### config.mk
export PLATFORM = sky130hd
export DESIGN_NAME = control_pipe
export DESIGN_NICKNAME = d
export VERILOG_FILES = /design/src/rtl/control_pkg.sv /design/src/rtl/control_decode.sv /design/src/rtl/control_pipe.sv
export SDC_FILE = /design/constraint.sdc
export NUM_CORES = 1
export LEC_CHECK = 0
export CAP_MARGIN = 20
export CORE_UTILIZATION = 35
export DETAILED_ROUTE_END_ITERATION = 6
export PLACE_DENSITY_LB_ADDON = 0.12
export SYNTH_ARGS = -nofsm -noshare
export SYNTH_HDL_FRONTEND = slang
export SYNTH_SLANG_ARGS = --single-unit
### constraint.sdc
create_clock -name clock -period 4.4 [get_ports clock]
set_input_delay 0.66 -clock clock [delete_from_list [all_inputs] [get_ports clock]]
set_output_delay 0.66 -clock clock [all_outputs]
set_load 0.005 [all_outputs]
### src/rtl/control_pkg.sv
// control_pkg: shared definitions for the pipelined MIPS control unit.
//   - CTRL_W and the bit offsets of every control-word field (MSB first:
//     selwsource[3] selregdest[2] writereg writeov selimregb selalushift
//     aluop[3] shiftop[2] readmem writemem selbrjumpz[2] selpctype[2]
//     compop[3] unsig)
//   - opcode / funct encodings of the decoded instruction set
//   - field code constants and the all-zero bubble word
package control_pkg;

  localparam int CTRL_W = 24;

  localparam int SELWSOURCE_LSB  = 21;
  localparam int SELREGDEST_LSB  = 19;
  localparam int WRITEREG_BIT    = 18;
  localparam int WRITEOV_BIT     = 17;
  localparam int SELIMREGB_BIT   = 16;
  localparam int SELALUSHIFT_BIT = 15;
  localparam int ALUOP_LSB       = 12;
  localparam int SHIFTOP_LSB     = 10;
  localparam int READMEM_BIT     = 9;
  localparam int WRITEMEM_BIT    = 8;
  localparam int SELBRJUMPZ_LSB  = 6;
  localparam int SELPCTYPE_LSB   = 4;
  localparam int COMPOP_LSB      = 1;
  localparam int UNSIG_BIT       = 0;

  typedef logic [CTRL_W-1:0] ctrl_t;

  localparam ctrl_t BUBBLE = '0;

  // opcodes
  localparam logic [5:0] OP_RTYPE = 6'b000000;
  localparam logic [5:0] OP_J     = 6'b000010;
  localparam logic [5:0] OP_BEQ   = 6'b000100;
  localparam logic [5:0] OP_BNE   = 6'b000101;
  localparam logic [5:0] OP_BLEZ  = 6'b000110;
  localparam logic [5:0] OP_BGTZ  = 6'b000111;
  localparam logic [5:0] OP_ADDI  = 6'b001000;
  localparam logic [5:0] OP_ADDIU = 6'b001001;
  localparam logic [5:0] OP_ANDI  = 6'b001100;
  localparam logic [5:0] OP_ORI   = 6'b001101;
  localparam logic [5:0] OP_XORI  = 6'b001110;
  localparam logic [5:0] OP_LW    = 6'b100011;
  localparam logic [5:0] OP_SW    = 6'b101011;

  // funct codes (op = OP_RTYPE)
  localparam logic [5:0] FN_SLLV = 6'b000100;
  localparam logic [5:0] FN_SRLV = 6'b000110;
  localparam logic [5:0] FN_SRAV = 6'b000111;
  localparam logic [5:0] FN_JR   = 6'b001000;
  localparam logic [5:0] FN_ADD  = 6'b100000;
  localparam logic [5:0] FN_ADDU = 6'b100001;
  localparam logic [5:0] FN_SUB  = 6'b100010;
  localparam logic [5:0] FN_SUBU = 6'b100011;
  localparam logic [5:0] FN_AND  = 6'b100100;
  localparam logic [5:0] FN_OR   = 6'b100101;
  localparam logic [5:0] FN_XOR  = 6'b100110;
  localparam logic [5:0] FN_NOR  = 6'b100111;

  localparam logic [2:0] ALU_AND = 3'b000;
  localparam logic [2:0] ALU_OR  = 3'b001;
  localparam logic [2:0] ALU_ADD = 3'b010;
  localparam logic [2:0] ALU_NOR = 3'b100;
  localparam logic [2:0] ALU_XOR = 3'b101;
  localparam logic [2:0] ALU_SUB = 3'b110;

  localparam logic [1:0] SH_SRL = 2'b00;
  localparam logic [1:0] SH_SRA = 2'b01;
  localparam logic [1:0] SH_SLL = 2'b10;

  localparam logic [2:0] CMP_EQ  = 3'b000;
  localparam logic [2:0] CMP_NE  = 3'b101;
  localparam logic [2:0] CMP_LEZ = 3'b010;
  localparam logic [2:0] CMP_GTZ = 3'b011;

  localparam logic [1:0] BJ_SEQ    = 2'b00;
  localparam logic [1:0] BJ_JUMP   = 2'b01;
  localparam logic [1:0] BJ_BRANCH = 2'b10;

  localparam logic [1:0] PC_IMM   = 2'b00;
  localparam logic [1:0] PC_RS    = 2'b01;
  localparam logic [1:0] PC_INDEX = 2'b10;

  localparam logic [1:0] REGDEST_RT = 2'b00;
  localparam logic [1:0] REGDEST_RD = 2'b01;

  localparam logic [2:0] WSRC_ALU = 3'b000;
  localparam logic [2:0] WSRC_MEM = 3'b001;

endpackage

### src/rtl/control_decode.sv
// control_decode: purely combinational op/fn decoder.
//   op, fn   : instruction opcode and funct fields
//   ctrl     : 24-bit control word (all-zero for illegal encodings)
//   illegal  : encoding is outside the decoded set
//   uses_rt  : instruction reads rt (R-type, BEQ, BNE, SW)
// selimregb = 1 selects the immediate as ALU operand B.
module control_decode
  import control_pkg::*;
(
  input  logic [5:0] op,
  input  logic [5:0] fn,
  output ctrl_t      ctrl,
  output logic       illegal,
  output logic       uses_rt
);

  always_comb begin
    ctrl    = BUBBLE;
    illegal = 1'b0;
    uses_rt = (op == OP_RTYPE) || (op == OP_BEQ) || (op == OP_BNE) || (op == OP_SW);
    case (op)
      OP_RTYPE: begin
        // Common R-type writer fields; JR and illegal functs clear them again.
        ctrl[SELREGDEST_LSB +: 2] = REGDEST_RD;
        ctrl[WRITEREG_BIT]        = 1'b1;
        ctrl[WRITEOV_BIT]         = 1'b1;
        case (fn)
          FN_SLLV: begin ctrl[SELALUSHIFT_BIT] = 1'b1; ctrl[SHIFTOP_LSB +: 2] = SH_SLL; end
          FN_SRLV: begin ctrl[SELALUSHIFT_BIT] = 1'b1; ctrl[SHIFTOP_LSB +: 2] = SH_SRL; end
          FN_SRAV: begin ctrl[SELALUSHIFT_BIT] = 1'b1; ctrl[SHIFTOP_LSB +: 2] = SH_SRA; end
          FN_JR: begin
            ctrl                      = BUBBLE;
            ctrl[SELBRJUMPZ_LSB +: 2] = BJ_JUMP;
            ctrl[SELPCTYPE_LSB +: 2]  = PC_RS;
          end
          FN_ADD:  begin ctrl[ALUOP_LSB +: 3] = ALU_ADD; ctrl[WRITEOV_BIT] = 1'b0; end
          FN_ADDU: begin ctrl[ALUOP_LSB +: 3] = ALU_ADD; ctrl[UNSIG_BIT] = 1'b1; end
          FN_SUB:  begin ctrl[ALUOP_LSB +: 3] = ALU_SUB; ctrl[WRITEOV_BIT] = 1'b0; end
          FN_SUBU: begin ctrl[ALUOP_LSB +: 3] = ALU_SUB; ctrl[UNSIG_BIT] = 1'b1; end
          FN_AND:  ctrl[ALUOP_LSB +: 3] = ALU_AND;
          FN_OR:   ctrl[ALUOP_LSB +: 3] = ALU_OR;
          FN_XOR:  ctrl[ALUOP_LSB +: 3] = ALU_XOR;
          FN_NOR:  ctrl[ALUOP_LSB +: 3] = ALU_NOR;
          default: begin ctrl = BUBBLE; illegal = 1'b1; end
        endcase
      end
      OP_J: begin
        ctrl[SELBRJUMPZ_LSB +: 2] = BJ_JUMP;
        ctrl[SELPCTYPE_LSB +: 2]  = PC_INDEX;
      end
      OP_BEQ, OP_BNE, OP_BLEZ, OP_BGTZ: begin
        ctrl[SELBRJUMPZ_LSB +: 2] = BJ_BRANCH;
        ctrl[SELPCTYPE_LSB +: 2]  = PC_IMM;
        case (op)
          OP_BNE:  ctrl[COMPOP_LSB +: 3] = CMP_NE;
          OP_BLEZ: ctrl[COMPOP_LSB +: 3] = CMP_LEZ;
          OP_BGTZ: ctrl[COMPOP_LSB +: 3] = CMP_GTZ;
          default: ctrl[COMPOP_LSB +: 3] = CMP_EQ;
        endcase
      end
      OP_ADDI, OP_ADDIU, OP_ANDI, OP_ORI, OP_XORI: begin
        ctrl[SELREGDEST_LSB +: 2] = REGDEST_RT;
        ctrl[WRITEREG_BIT]        = 1'b1;
        ctrl[WRITEOV_BIT]         = (op != OP_ADDI);
        ctrl[SELIMREGB_BIT]       = 1'b1;
        ctrl[UNSIG_BIT]           = (op == OP_ADDIU);
        case (op)
          OP_ANDI: ctrl[ALUOP_LSB +: 3] = ALU_AND;
          OP_ORI:  ctrl[ALUOP_LSB +: 3] = ALU_OR;
          OP_XORI: ctrl[ALUOP_LSB +: 3] = ALU_XOR;
          default: ctrl[ALUOP_LSB +: 3] = ALU_ADD;
        endcase
      end
      OP_LW: begin
        ctrl[SELWSOURCE_LSB +: 3] = WSRC_MEM;
        ctrl[SELREGDEST_LSB +: 2] = REGDEST_RT;
        ctrl[WRITEREG_BIT]        = 1'b1;
        ctrl[WRITEOV_BIT]         = 1'b1;
        ctrl[SELIMREGB_BIT]       = 1'b1;
        ctrl[ALUOP_LSB +: 3]      = ALU_ADD;
        ctrl[READMEM_BIT]         = 1'b1;
      end
      OP_SW: begin
        ctrl[SELIMREGB_BIT]  = 1'b1;
        ctrl[ALUOP_LSB +: 3] = ALU_ADD;
        ctrl[WRITEMEM_BIT]   = 1'b1;
      end
      default: illegal = 1'b1;
    endcase
  end

endmodule

### src/rtl/control_pipe.sv
// control_pipe: pipelined MIPS control unit.
//   clock, reset        : clock, synchronous active-high reset
//   id_*                : instruction fields held in the IF/ID register
//   ex_redirect         : branch taken / jump resolved in EX (flushes ID)
//   stall               : hold PC and IF/ID (load-use, or any RAW if FWD_EN=0)
//   ex/mem/wb_ctrl      : control word held in ID/EX, EX/MEM, MEM/WB
//   ex/mem/wb_valid     : stage holds a real instruction
//   wb_dest             : register-file write index
//   fwd_a, fwd_b        : EX operand source, 00 regfile, 01 MEM, 10 WB
//   illegal             : one-cycle pulse when an undecodable instruction leaves ID
module control_pipe
  import control_pkg::*;
#(
  parameter int REG_AW = 5,
  parameter int FWD_EN = 1
) (
  input  logic              clock,
  input  logic              reset,
  input  logic              id_valid,
  input  logic [5:0]        id_op,
  input  logic [5:0]        id_fn,
  input  logic [REG_AW-1:0] id_rs,
  input  logic [REG_AW-1:0] id_rt,
  input  logic [REG_AW-1:0] id_rd,
  input  logic              ex_redirect,
  output logic              stall,
  output ctrl_t             ex_ctrl,
  output ctrl_t             mem_ctrl,
  output ctrl_t             wb_ctrl,
  output logic              ex_valid,
  output logic              mem_valid,
  output logic              wb_valid,
  output logic [REG_AW-1:0] wb_dest,
  output logic [1:0]        fwd_a,
  output logic [1:0]        fwd_b,
  output logic              illegal
);

  ctrl_t             dec_ctrl;
  logic              dec_illegal;
  logic              dec_uses_rt;
  logic [REG_AW-1:0] id_dest;
  logic [REG_AW-1:0] ex_rs, ex_rt, ex_dest, mem_dest;
  logic              raw_ex, raw_mem, load_use, nofwd_raw;

  control_decode u_decode (
    .op      (id_op),
    .fn      (id_fn),
    .ctrl    (dec_ctrl),
    .illegal (dec_illegal),
    .uses_rt (dec_uses_rt)
  );

  assign id_dest = (dec_ctrl[SELREGDEST_LSB +: 2] == REGDEST_RT) ? id_rt : id_rd;

  // RAW between the ID reader and the EX / MEM destination; r0 never conflicts.
  assign raw_ex  = (ex_dest != '0) &&
                   ((ex_dest == id_rs) || (dec_uses_rt && (ex_dest == id_rt)));
  assign raw_mem = (mem_dest != '0) &&
                   ((mem_dest == id_rs) || (dec_uses_rt && (mem_dest == id_rt)));

  assign load_use  = ex_ctrl[READMEM_BIT] && ex_ctrl[WRITEREG_BIT] && raw_ex;
  assign nofwd_raw = (FWD_EN == 0) &&
                     ((ex_valid && ex_ctrl[WRITEREG_BIT] && raw_ex) ||
                      (mem_valid && mem_ctrl[WRITEREG_BIT] && raw_mem));

  // A redirect squashes the ID instruction, so there is nothing to hold.
  assign stall = id_valid && !ex_redirect && (load_use || nofwd_raw);

  always_comb begin
    fwd_a = 2'b00;
    fwd_b = 2'b00;
    if (FWD_EN != 0) begin
      if (ex_rs != '0 && mem_valid && mem_ctrl[WRITEREG_BIT] && mem_dest == ex_rs)
        fwd_a = 2'b01;
      else if (ex_rs != '0 && wb_valid && wb_ctrl[WRITEREG_BIT] && wb_dest == ex_rs)
        fwd_a = 2'b10;
      if (ex_rt != '0 && mem_valid && mem_ctrl[WRITEREG_BIT] && mem_dest == ex_rt)
        fwd_b = 2'b01;
      else if (ex_rt != '0 && wb_valid && wb_ctrl[WRITEREG_BIT] && wb_dest == ex_rt)
        fwd_b = 2'b10;
    end
  end

  always_ff @(posedge clock) begin
    if (reset) begin
      ex_ctrl   <= BUBBLE;
      mem_ctrl  <= BUBBLE;
      wb_ctrl   <= BUBBLE;
      ex_valid  <= 1'b0;
      mem_valid <= 1'b0;
      wb_valid  <= 1'b0;
      ex_rs     <= '0;
      ex_rt     <= '0;
      ex_dest   <= '0;
      mem_dest  <= '0;
      wb_dest   <= '0;
      illegal   <= 1'b0;
    end else begin
      mem_ctrl  <= ex_ctrl;
      mem_valid <= ex_valid;
      mem_dest  <= ex_dest;
      wb_ctrl   <= mem_ctrl;
      wb_valid  <= mem_valid;
      wb_dest   <= mem_dest;
      if (ex_redirect || stall) begin
        ex_ctrl  <= BUBBLE;
        ex_valid <= 1'b0;
        ex_rs    <= '0;
        ex_rt    <= '0;
        ex_dest  <= '0;
        illegal  <= 1'b0;
      end else begin
        ex_ctrl  <= dec_ctrl;
        ex_valid <= id_valid && !dec_illegal;
        ex_rs    <= id_rs;
        ex_rt    <= id_rt;
        ex_dest  <= id_dest;
        // Flag only when the instruction actually leaves ID, so a stalled
        // illegal instruction still pulses once.
        illegal  <= id_valid && dec_illegal;
      end
    end
  end

endmodule

==> results of run 1 <==
[cell usage in the layout (no fill, tap or decap), drive strengths merged, types with 2 or more instances in the layout]
| master | instances |
|---|---|
| nor4 | 11 |
| a21oi | 9 |
| nand4 | 4 |
| clkinvlp | 2 |
| nor2 | 34 |
| nor3b | 2 |
| nand4b | 4 |
| xor2 | 8 |
| and3 | 3 |
| clkinv | 2 |
| mux2i | 5 |
| inv | 14 |
| clkbuf | 10 |
| nand2 | 9 |
| or4 | 3 |
| conb | 9 |
| a211oi | 2 |
| o21bai | 3 |
| nor3 | 6 |
| buf | 3 |
| o2111ai | 2 |
| xnor2 | 24 |
| clkdlybuf4s50 | 106 |
| or4b | 2 |
| nand3 | 11 |
| dfxtp | 89 |
| nand2b | 6 |
| nor2b | 53 |
[layout make-up]
cell class | instances | area [um2] | area share
clock buffers | 10 | 137.6 | 0.02954
flip-flops and latches | 89 | 1782 | 0.3824
inverters | 13 | 48.80 | 0.01047
clock inverters | 6 | 66.31 | 0.01423
repair buffers | 109 | 1081 | 0.2320
multi-input cells | 218 | 1383 | 0.2967
well taps | 129 | 161.4 | 0.03464
[final timing paths]
kind | startpoint | endpoint | slack (ns) | cells past startpoint
hold / removal | mem_ctrl[11]$_SDFF_PP0_ | wb_ctrl[11]$_SDFF_PP0_ | 0.46 | 1
hold reg to reg | mem_ctrl[11]$_SDFF_PP0_ | wb_ctrl[11]$_SDFF_PP0_ | 0.46 | 1
setup reg to reg | ex_dest[0]$_SDFF_PP0_ | ex_ctrl[11]$_SDFF_PP0_ | 2.03 | 6
setup / recovery | id_op[1] | stall | 1.06 | 6
[power by group through the flow]
stage / Clock, uW / Combinational [uW] / Sequential (uW)
5_1_grt: 622 / 130 / 827
3_5_place_dp: 0 / 117 / 845
4_1_cts: 588 / 118 / 826
6_report: 569 / 117 / 826
2_1_floorplan: 0 / 72.0 / 842
3_3_place_gp: 0 / 116 / 845
[critical path: cells and delay by family]
kind / cells / cell delay (ns)
AO/OA/AOI/OAI: 1 / 0.16
buffers and inverters: 2 / 1.27
AND/OR/NAND/NOR: 3 / 0.58
[per-layer routing]
layer,GRT usage,part of all wire
met4,0.06448,0.0099
met2,0.2361,0.44
met5,0,0
met1,0.2118,0.50
met3,0.03482,0.051
[per-stage QoR]
stage | instance area (um2) | setup WS, ns | instances | total power, uW | hold slack, ns
final | 4659 | 1.061 | 574 | 1512 | 0.4581
after global routing | 4659 | 0.9312 | 574 | 1579 | 0.4594
after CTS | 4659 | 1.065 | 574 | 1532 | 0.4590
after detailed placement | 4456 | 0.9749 | 558 | 962.3 | 0.4480
after global placement | 4456 | 1.096 | 558 | 960.5 | 0.4464
after floorplan | 3378 | 1.962 | 347 | 913.9 | 0.4621
[state kept, by name, summed over array words and instances, names as in the netlist]
register,flops
wb_dest,5
ex_ctrl,20
wb_valid,1
illegal,1
ex_rs,5
wb_ctrl,20
mem_dest,5
mem_ctrl,20
ex_valid,1
mem_valid,1
ex_rt,5
ex_dest,5
[kinds of logic (layout without fill, tap and decap cells)]
| kind of cell | Yosys count | count (layout) | share of synthesized area |
|---|---|---|---|
| muxes | 5 | 5 | 0.01495 |
| buffers and inverters | 40 | 138 | 0.06390 |
| other | 1 | 9 | 0.001120 |
| and+or+nand+nor | 152 | 152 | 0.2649 |
| AOI/OAI and AO/OA | 20 | 20 | 0.03924 |
| xor gates and xnor gates | 32 | 32 | 0.08371 |
| DFF | 89 | 89 | 0.5321 |
==> flow_summary.ini, run 1 <==
[power]
p_switching_uw = 358.4
ir_worst_vdd_uv = 160.5
combPwrFrac = 0.078
p_clk_frac = 0.376
p_seq_frac = 0.546
swShare = 0.2371
p_int_uw = 1153
leakage_uw = 0.001691
powerDensity_nw_per_um2 = 324.4

[detailed_routing]
wl_per_cell_um = 13.00
finalWirelength_um = 7464
via_count = 2511
drc = 0
vias_per_cell = 4.375
ant_nets = 0
drt_iter0_drc = 85
drtPass1Iterations = 4

[synthesis]
syn_area_um2 = 3348
synth.yosys.seq_area_share = 0.5321
synth_common_cells = 89 x dfxtp_1, 53 x nor2b_1, 29 x nor2_1
synth_cells = 339
synthTopCellsByArea = dfxtp_1 53%, nor2b_1 9.9%, xnor2_1 6.3%
synth-edff-count = 0
ys_seq_elements = 89
ys_warn_count = 0
ys.flop_type = dfxtp_1
yosysTopAreaCell = dfxtp_1
ys_types = 40
async_reset_ff_frac = 0
syn_avg_cell_area_um2 = 9.877
synth_top_area_frac = 0.5321
synth.most_common_cell = dfxtp_1

[clocking]
tritoncts = built
hold_buffers = 0
clockRootBuffer = clkbuf_8
cts_resized = 0
worstSkewPairLatency_ns = 0.34
clk_pin_slew_ns = 0.09
cts_max_level = 3
numCtsBuffers = 9
post-cts-setup-buffer-count = 0
clk_path_buf_depth = 2
cts_sinks = 89

[placement]
port_buffers = 107
hpwl_um = 5695
gp_congestion = 0.8116

[run_status]
status = completed

[global_routing]
overflow = 0
antenna_found_initial = 0
track_usage = 0.1550
grt_pass1_vias = 2363
grt_pass1_wl_um = 11880
grt_max_degree = 54

[worst_setup_path]
path_common_cell = clkdlybuf4s50_1
slowest_delay_ns = 0.77
crit_fanout = 15
endpoint_kind = output pin
start_kind = primary input
critPathSlowestCell = clkdlybuf4s50_1
cp.arrival_ns = 2.68
critPathKind = primary input to output pin
crit_path_cell_trace = clkdlybuf4s50_1, nand4b_1, nor2_1, o2111ai_1, nand2b_1, clkdlybuf4s50_1
crit_required_ns = 3.74

[floorplan]
die-area_um2 = 9961
die_h_um = 99.81
pin_count = 117
core_um2 = 9240
fp.dieW_um = 99.81
initial_core_util = 0.3624
rows = 35

[final_layout]
utilization = 0.5043
drive_above_1_share = 0.06517
nets = 471
syn2layout_area_growth_pct = 39.16
fillerInstances = 906
n_antenna_cell = 0

[flow_run]
cap_violations = 0

[timing]
slew_viol_final = 0
min_period_ns = 3.339
finalCritPeriodShare = 0.7589
rsz0062_at_grt = false
relSlewSlack = 0.3697
worstMarginPinSlew_ns = 0.9455
fmax_mhz = 299.5
finalHoldViolations = 0
tns_ns = 0
setup_viol = 0
clock_skew_ns = 0.008344

[worst_hold_path]
hold_class = flip-flop to flip-flop
(Power assumes the default switching activity.)
==> run 2: changes to the inputs <==
==> constraint.sdc (replaced) <==
create_clock -name clock -period 3.15 [get_ports clock]
set_input_delay 0.4725 -clock clock [delete_from_list [all_inputs] [get_ports clock]]
set_output_delay 0.4725 -clock clock [all_outputs]
set_load 0.005 [all_outputs]
==> flow_summary.ini, run 2 (synthesis gave the netlist of run 1 again) <==
[run_status]
status = completed

[detailed_routing]
finalWirelength_um = 7493
wl_per_cell_um = 12.87
drt_iter0_drc = 55
vias_per_cell = 4.368
ant_nets = 0
drtPass1Iterations = 4
drc = 0
via_count = 2542

[worst_setup_path]
start_kind = primary input
crit_required_ns = 2.68
endpoint_kind = output pin
r2r_cells = 6
rr_endpoint = ex_ctrl[14]$_SDFF_PP0_
r2r_slack_ns = 1.18
critPathSlowestCell = clkdlybuf4s50_1
slowest_delay_ns = 0.51
crit_path_cell_trace = clkdlybuf4s50_1, nand4b_1, a21oi_1, nor4bb_1, nand2b_1, clkdlybuf4s50_1
path_common_cell = clkdlybuf4s50_1
critPathKind = primary input to output pin
crit_fanout = 2
reg2reg_from = ex_dest[0]$_SDFF_PP0_
cp.arrival_ns = 2.37

[clocking]
clk_path_buf_depth = 2
tritoncts = built
numCtsBuffers = 9
post-cts-setup-buffer-count = 0
clockRootBuffer = clkbuf_8
cts_sinks = 89
cts_resized = 0
clk_pin_slew_ns = 0.09
cts_max_level = 3
hold_buffers = 0
worstSkewPairLatency_ns = 0.35

[timing]
tns_ns = 0
finalHoldViolations = 0
setup_viol = 0
clock_skew_ns = 0.008425
slew_viol_final = 0
rsz0062_at_grt = false
fmax_mhz = 352.0
min_period_ns = 2.841
relSlewSlack = 0.6221
finalCritPeriodShare = 0.9019
worstMarginPinSlew_ns = 0.5626

[floorplan]
core_um2 = 9240
pin_count = 117
rows = 35
die-area_um2 = 9961
initial_core_util = 0.3624
die_h_um = 99.81
fp.dieW_um = 99.81

[global_routing]
antenna_found_initial = 0
grt_pass1_vias = 2310
grt_max_degree = 52
grt_pass1_wl_um = 11710
track_usage = 0.1535
overflow = 0

[placement]
hpwl_um = 5713
port_buffers = 107
place_area_um2 = 4516
gp_congestion = 0.7954

[worst_hold_path]
hp-start = reset
hold_end = mem_dest[2]$_SDFF_PP0_
min_path_cells = 2
hold_class = primary input to flip-flop

[final_layout]
n_antenna_cell = 0
reg_top3 = ex_ctrl x20, mem_ctrl x20, wb_ctrl x20
mostFrequentLayoutCells = 106 x clkdlybuf4s50_1, 89 x dfxtp_1, 53 x nor2b_1
nets = 479
drive_above_1_share = 0.08168
finalInstanceArea_um2 = 4741
utilization = 0.5131
layout_commonest_cell = clkdlybuf4s50_1
syn2layout_area_growth_pct = 41.59

[power]
leakage_uw = 0.001735
ir_worst_vdd_uv = 198.4
powerDensity_nw_per_um2 = 463.4

[flow_run]
cap_violations = 0
[run 2: layer usage]
| metal | vias up | global-route usage | share of wire |
|---|---|---|---|
| met5 | - | 0 | 0 |
| met4 | 0 | 0.07466 | 0.017 |
| met3 | 10 | 0.02925 | 0.053 |
| met1 | 1144 | 0.2129 | 0.49 |
| li1 | 1304 | - | - |
| met2 | 84 | 0.2286 | 0.44 |
[run 2: cell type report]
| cell class | count | area [um2] |
|---|---|---|
| flip-flops and latches | 89 | 1782 |
| well taps | 129 | 161.4 |
| inverters | 13 | 48.80 |
| fillers | 906 | 4499 |
| clock buffers | 9 | 123.9 |
| multi-input cells | 218 | 1383 |
| clock inverters | 7 | 101.3 |
| repair buffers | 117 | 1141 |
[run 2: through the flow]
stage	instances	hold slack [ns]	total power (uW)	setup WS (ns)
after floorplan	347	0.4621	1277	0.8995
after global placement	566	0.4463	1350	0.3071
after detailed placement	566	0.4523	1351	0.2719
after CTS	582	0.3262	2224	0.3364
after global routing	582	0.3365	2284	0.2175
final	582	0.3466	2197	0.3091
[run 2: where the power goes]
part | internal (uW) | switching (uW)
clock network | 453 | 419
registers | 1140 | 15.9
logic | 87.6 | 82.7
total | 1680 | 518
[run 2: worst max path at each step]
| stage | start | endpoint | slack, ns | cells past startpoint |
|---|---|---|---|---|
| floorplan | id_op[5] | ex_dest[2]$_SDFF_PP0_ | 0.90 | 6 |
| global placement | id_op[5] | ex_dest[2]$_SDFF_PP0_ | 0.31 | 6 |
| detailed placement | id_op[5] | ex_dest[4]$_SDFF_PP0_ | 0.27 | 6 |
| CTS | ex_redirect | stall | 0.34 | 6 |
| global route | ex_rs[1]$_SDFF_PP0_ | fwd_a[1] | 0.22 | 5 |
| finish | id_valid | stall | 0.31 | 6 |
[run 2: critical path, delay by kind of cell]
family | cells | cell delay (ns)
AOI/OAI and AO/OA | 1 | 0.20
and+or+nand+nor | 3 | 0.67
buffers and inverters | 2 | 1.02
==> run 3: changes to the inputs <==
--- a/config.mk
+++ b/config.mk
@@ -7,6 +7,7 @@
 export LEC_CHECK = 0
 export CAP_MARGIN = 20
 export CORE_UTILIZATION = 35
+export CTS_CLUSTER_DIAMETER = 50
 export DETAILED_ROUTE_END_ITERATION = 6
 export PLACE_DENSITY_LB_ADDON = 0.12
 export SYNTH_ARGS = -nofsm -noshare
==> results of run 3 <==
Final layout, timing and power as in run 2 (identical DEF).
